==> config.mk <==
export PLATFORM = sky130hd
export DESIGN_NAME = fifo_wr_mem_flat
export DESIGN_NICKNAME = d
export VERILOG_FILES = /design/src/rtl/fifo_wr_mem_if.sv /design/src/rtl/fifo_wr_mem.sv /design/src/flat_wrapper.sv
export SDC_FILE = /design/constraint.sdc
export NUM_CORES = 1
export LEC_CHECK = 0
export ABC_AREA = 1
export BUFFER_PORTS_ARGS = -buffer_cell sky130_fd_sc_hd__clkbuf_2
export CORE_UTILIZATION = 35
export DETAILED_ROUTE_END_ITERATION = 10
export PLACE_DENSITY = 0.51
export SLEW_MARGIN = 5
export SYNTH_ARGS = -nofsm -noshare
export SYNTH_HDL_FRONTEND = slang
export SYNTH_SLANG_ARGS = --single-unit
export TNS_END_PERCENT = 100
==> constraint.sdc <==
create_clock -name W_CLK -period 2.5 [get_ports W_CLK]
set_clock_uncertainty 0.15 [all_clocks]
set_input_delay 0.25 -clock W_CLK [delete_from_list [all_inputs] [get_ports W_CLK]]
set_output_delay 0.25 -clock W_CLK [all_outputs]
set_load 0.1 [all_outputs]
==> src/rtl/fifo_wr_mem_if.sv <==
// Write-side handshake bundle of the async FIFO write half: data/request in, status flags out.
interface fifo_wr_mem_if #(
    parameter int DATA_W = 8,
    parameter int ADDR_W = 3
);
    logic [DATA_W-1:0] W_DATA;
    logic              W_INC;
    logic              W_OVF_CLR;
    logic              W_FULL;
    logic              W_AFULL;
    logic [ADDR_W:0]   W_LEVEL;
    logic              W_OVF;

    modport master (
        output W_DATA,
        output W_INC,
        output W_OVF_CLR,
        input  W_FULL,
        input  W_AFULL,
        input  W_LEVEL,
        input  W_OVF
    );

    modport slave (
        input  W_DATA,
        input  W_INC,
        input  W_OVF_CLR,
        output W_FULL,
        output W_AFULL,
        output W_LEVEL,
        output W_OVF
    );
endinterface

==> src/rtl/fifo_wr_mem.sv <==
// Write-domain half of the async FIFO: storage, write pointer, full/afull/level/overflow flags.
// Optional per-word even parity with R_PERR output when FIFO_WR_PARITY_EN is defined.
module fifo_wr_mem #(
    parameter int DATA_W   = 8,
    parameter int ADDR_W   = 3,
    parameter int AFULL_TH = 6
) (
    input  logic              W_CLK,
    input  logic              W_RST,
    fifo_wr_mem_if.slave      wr,
    input  logic [ADDR_W:0]   W_RPTR_GRAY_SYNC,
    output logic [ADDR_W:0]   W_PTR_GRAY,
    input  logic [ADDR_W-1:0] R_ADDR,
    output logic [DATA_W-1:0] R_DATA
`ifdef FIFO_WR_PARITY_EN
    ,
    output logic              R_PERR
`endif
);

    localparam int DEPTH = 2 ** ADDR_W;
    localparam logic [ADDR_W:0] AFULL_LVL = AFULL_TH[ADDR_W:0];

    logic [DATA_W-1:0] mem [DEPTH];
`ifdef FIFO_WR_PARITY_EN
    logic              par [DEPTH];
`endif

    logic [ADDR_W:0] wptr_bin;
    logic [ADDR_W:0] wptr_next;
    logic [ADDR_W:0] wgray_next;
    logic [ADDR_W:0] rptr_bin;
    logic [ADDR_W:0] full_cmp;
    logic [ADDR_W:0] level_next;
    logic            wr_en;

    logic            full_q;
    logic            afull_q;
    logic [ADDR_W:0] level_q;
    logic            ovf_q;

    assign wr_en      = wr.W_INC & ~full_q;
    assign wptr_next  = wptr_bin + {{ADDR_W{1'b0}}, wr_en};
    assign wgray_next = wptr_next ^ (wptr_next >> 1);
    assign level_next = wptr_next - rptr_bin;

    // Gray-to-binary: each binary bit is the XOR of all Gray bits at or above it.
    always_comb begin
        rptr_bin = '0;
        for (int i = 0; i <= ADDR_W; i++) begin
            rptr_bin[i] = ^(W_RPTR_GRAY_SYNC >> i);
        end
    end

    generate
        if (ADDR_W == 1) begin : g_full_narrow
            assign full_cmp = ~W_RPTR_GRAY_SYNC;
        end else begin : g_full_wide
            assign full_cmp = {~W_RPTR_GRAY_SYNC[ADDR_W:ADDR_W-1], W_RPTR_GRAY_SYNC[ADDR_W-2:0]};
        end
    endgenerate

    always_ff @(posedge W_CLK or negedge W_RST) begin
        if (!W_RST) begin
            for (int i = 0; i < DEPTH; i++) begin
                mem[i] <= '0;
`ifdef FIFO_WR_PARITY_EN
                par[i] <= 1'b0;
`endif
            end
        end else if (wr_en) begin
            mem[wptr_bin[ADDR_W-1:0]] <= wr.W_DATA;
`ifdef FIFO_WR_PARITY_EN
            par[wptr_bin[ADDR_W-1:0]] <= ^wr.W_DATA;
`endif
        end
    end

    // Flags are recomputed every edge so a read-side free is seen even without a write.
    always_ff @(posedge W_CLK or negedge W_RST) begin
        if (!W_RST) begin
            wptr_bin   <= '0;
            W_PTR_GRAY <= '0;
            full_q     <= 1'b0;
            afull_q    <= 1'b0;
            level_q    <= '0;
            ovf_q      <= 1'b0;
        end else begin
            wptr_bin   <= wptr_next;
            W_PTR_GRAY <= wgray_next;
            full_q     <= (wgray_next == full_cmp);
            afull_q    <= (level_next >= AFULL_LVL);
            level_q    <= level_next;
            if (wr.W_INC && full_q) begin
                ovf_q <= 1'b1;
            end else if (wr.W_OVF_CLR) begin
                ovf_q <= 1'b0;
            end
        end
    end

    assign wr.W_FULL  = full_q;
    assign wr.W_AFULL = afull_q;
    assign wr.W_LEVEL = level_q;
    assign wr.W_OVF   = ovf_q;

    assign R_DATA = mem[R_ADDR];
`ifdef FIFO_WR_PARITY_EN
    assign R_PERR = ^{par[R_ADDR], mem[R_ADDR]};
`endif

endmodule

==> src/flat_wrapper.sv <==
// flat-port wrapper written by rule: the top's interface ports become plain ports
module fifo_wr_mem_flat 
#(
    parameter int DATA_W   = 8,
    parameter int ADDR_W   = 3,
    parameter int AFULL_TH = 6
)
  (W_CLK, W_RST, W_RPTR_GRAY_SYNC, W_PTR_GRAY, R_ADDR, R_DATA, wr_W_DATA, wr_W_INC, wr_W_OVF_CLR, wr_W_FULL, wr_W_AFULL, wr_W_LEVEL, wr_W_OVF);
  fifo_wr_mem_if #(.DATA_W(DATA_W), .ADDR_W(ADDR_W)) wr_i ();
  input  logic W_CLK;
  input  logic W_RST;
  input  logic [ADDR_W:0] W_RPTR_GRAY_SYNC;
  output logic [ADDR_W:0] W_PTR_GRAY;
  input  logic [ADDR_W-1:0] R_ADDR;
  output logic [DATA_W-1:0] R_DATA;
  input wire logic [$bits(wr_i.W_DATA)-1:0] wr_W_DATA;
  input wire logic [$bits(wr_i.W_INC)-1:0] wr_W_INC;
  input wire logic [$bits(wr_i.W_OVF_CLR)-1:0] wr_W_OVF_CLR;
  output wire logic [$bits(wr_i.W_FULL)-1:0] wr_W_FULL;
  output wire logic [$bits(wr_i.W_AFULL)-1:0] wr_W_AFULL;
  output wire logic [$bits(wr_i.W_LEVEL)-1:0] wr_W_LEVEL;
  output wire logic [$bits(wr_i.W_OVF)-1:0] wr_W_OVF;
  assign wr_i.W_DATA = wr_W_DATA;
  assign wr_i.W_INC = wr_W_INC;
  assign wr_i.W_OVF_CLR = wr_W_OVF_CLR;
  assign wr_W_FULL = wr_i.W_FULL;
  assign wr_W_AFULL = wr_i.W_AFULL;
  assign wr_W_LEVEL = wr_i.W_LEVEL;
  assign wr_W_OVF = wr_i.W_OVF;
  fifo_wr_mem #(.DATA_W(DATA_W), .ADDR_W(ADDR_W), .AFULL_TH(AFULL_TH)) u_core (.W_CLK(W_CLK), .W_RST(W_RST), .wr(wr_i), .W_RPTR_GRAY_SYNC(W_RPTR_GRAY_SYNC), .W_PTR_GRAY(W_PTR_GRAY), .R_ADDR(R_ADDR), .R_DATA(R_DATA));
endmodule
==> reports/metrics.csv <==
metric,value,unit
vias in the first global route,2962,
register area share after synthesis,51.9,%
gr ovfl total,0,
"Avg Cell Area, Syn",8.44,um2
I/O Pins,38,
Min-Delay Path Class,in2reg,
Worst-path clk slew,80,ps
utilization after layout,43.8,%
global-route wire length before repair,15.3,mm
Die Ht,106,um
layout cells sized above 1,15.6,%
period utilization,90.9,%
worst-margin pin slew,667,ps
crit path max fanout,6,
setup_tns,0,ps
RSZ-0062 raised after global routing,no,
Nets,514,
die area,11200,um2
total routed wirelength,9.00,mm
Die Wd,106,um
Min-Delay Path Depth,6,
Final Hold Viols,0,
clock root buffer,clkbuf_8,
count of pins over their slew limit,0,
diode count,0,
1st-pass router iterations,5,
Initial Util,36.3,%
Yosys top cell area share,51.9,%
initial antenna violation count,0,
Residual DRC,0,
CTS max path bufs,2,
required time of the critical path,2580,ps
H-tree levels,3,
pwr/cell area,1380,nW/um2
synth unique cells,25,
Setup-failing EPs final,0,
fin crit period,2270,ps
Max Freq,440,MHz
CTS sink cnt,78,
post-synth top area cell,dfrtp_1,
worst endpoint data arrival time,2360,ps
DRT iter0 DRCs,133,
Synth Instances,446,
Fillers,1065,
flip-flop and latch count after synthesis,78,
"antenna viol nets, final",0,
pin count of the biggest net entering global routing,42,
leakage,2.17,nW
post-detail-place hpwl,6.28,mm
CORE AREA,10400,um2
Design Power,6.27,mW
worst-skew pair later-pin latency,350,ps
area grow syn2layout,20.6,%
Synthesis Warnings,0,
max-cap violations,0,
Min Hold Slack,118,ps
via-per-instance ratio,4.80,
GRT Util Overall,17.8,%
gpl congestion,0.831,
main area contributors after synthesis,"dfrtp_1 (52%), o21ai_0 (13%), nand2_1 (9.7%)",
Buffers on Ports,37,
type of destination of the critical path,flip-flop,
Worst slew margin,55.4,%
Worst VDD drop,0.944,mV
total CTS buffers,9,
syn nets,471,
Rows,37,
R2R cell count,10,
outcome,"finished, final reports clean",
total number of vias,3025,
CP startpoint kind,flip-flop,
Crit Path Class,reg2reg,
drt wl/cell,14.3,um
CTS tree,yes,
Mapped Area,3760,um2
Finished Cell Area,4540,um2
postcts setup bufs,0,
Post-DP Area,4160,um2
## per-layer routing
metal | track usage (%) | up-vias | part of all wire, %
met5 | 0 | - | 0
met4 | 3.57 | 0 | 0.68
met3 | 4.70 | 6 | 3.9
met2 | 28.4 | 63 | 45
met1 | 24.4 | 1424 | 50
li1 | - | 1532 | -
## worst max-delay path, cell delays in order (launching register included)
cell     delay (ps)
dfrtp_2         460
nor2_4          160
ha_2            220
ha_1            290
ha_1            320
inv_1            50
nor2_1           30
o21ai_0         210
nand2_1          80
nand3_1          90
nand3_1          80
## cell usage after synthesis, drive strengths merged
| cell | n |
|---|---|
| nor2 | 52 |
| inv | 38 |
| buf | 13 |
| fa | 1 |
| nand4 | 2 |
| dfrtp | 78 |
| nand2 | 99 |
| o21ai | 98 |
| a21oi | 24 |
| clkbuf | 8 |
| ha | 5 |
| nand3 | 20 |
| nor3 | 4 |
| xnor2 | 1 |
| xor2 | 3 |
## area by class of cell
cell class | count | area [um2] | area share [%]
clock inverters | 6 | 133 | 2.92
inverters | 38 | 143 | 3.14
flip-flops and latches | 78 | 1950 | 43.0
multi-input cells | 309 | 1520 | 33.5
clock buffers | 10 | 138 | 3.03
repair buffers | 53 | 480 | 10.6
well taps | 136 | 170 | 3.75
## final timing paths
path | startpoint | slack (ps) | to
min | W_RPTR_GRAY_SYNC[1] | 120 | u_core.wr.W_FULL
max | u_core.wr.W_FULL | 230 | u_core.wr.W_AFULL
min reg2reg | u_core.mem[28] | 340 | u_core.mem[28]
min in group asynchronous | W_RST | 260 | u_core.mem[24]
max in group asynchronous | W_RST | 1320 | u_core.mem[29]
max reg2reg | u_core.wr.W_FULL | 230 | u_core.wr.W_AFULL
## logic make-up (layout without fill, tap and decap cells)
group                      count (synthesis)  count (layout)  share of synthesized area [%]
adders and majority gates                  6               6                           2.19
and+or+nand+nor                          177             177                           20.6
buffers and inverters                     59             107                           7.75
xor gates and xnor gates                   4               4                          0.931
DFF                                       78              78                           51.9
AOI/OAI and AO/OA                        122             122                           16.6
## state kept, by name, summed over array words and instances, names as in the netlist
| name | count |
|---|---|
| u_core.wr.W_AFULL | 1 |
| u_core.wr.W_FULL | 1 |
| u_core.W_PTR_GRAY | 4 |
| u_core.wr.W_OVF | 1 |
| u_core.mem | 64 |
| u_core.wr.W_LEVEL | 4 |
| u_core.wptr_bin | 3 |
## power breakdown
part	internal, mW	leakage (nW)	total (mW)	switching, mW
registers	1.86	0.948	2.20	0.342
logic	0.809	1.09	2.80	1.99
clock network	0.790	0.132	1.27	0.476
## per-stage QoR
stage               cells  worst slack (ps)
floorplan             446              21.9
global placement      603               261
detailed placement    603               197
CTS                   630               195
global route          630              27.9
finish                630               228
## cell usage in the layout (no fill, tap or decap)
cell type	count
inv_2	3
nand2_1	97
fa_1	1
a21oi_2	4
xnor2_1	1
o21ai_0	94
nand2_2	1
nand2_4	1
clkinvlp_4	1
buf_12	10
nor2_1	51
nor2_4	1
nand3_1	17
clkbuf_2	28
dfrtp_2	1
buf_4	4
nand3_2	3
nand4_1	2
ha_2	1
clkinv_2	1
dlygate4sd3_1	11
dfrtp_1	77
ha_1	4
bufinv_16	4
xor2_1	3
o21ai_1	4
nor3_4	4
a21oi_1	20
clkbuf_8	10
inv_1	35
## timing repair
action                                  in CTS  in global routing
hold buffers                                11                  0
gates resized for setup                      0                  2
hold endpoints to repair                    49                  0
endpoints found under the setup margin       0                  2
(Power assumes the default switching activity.)
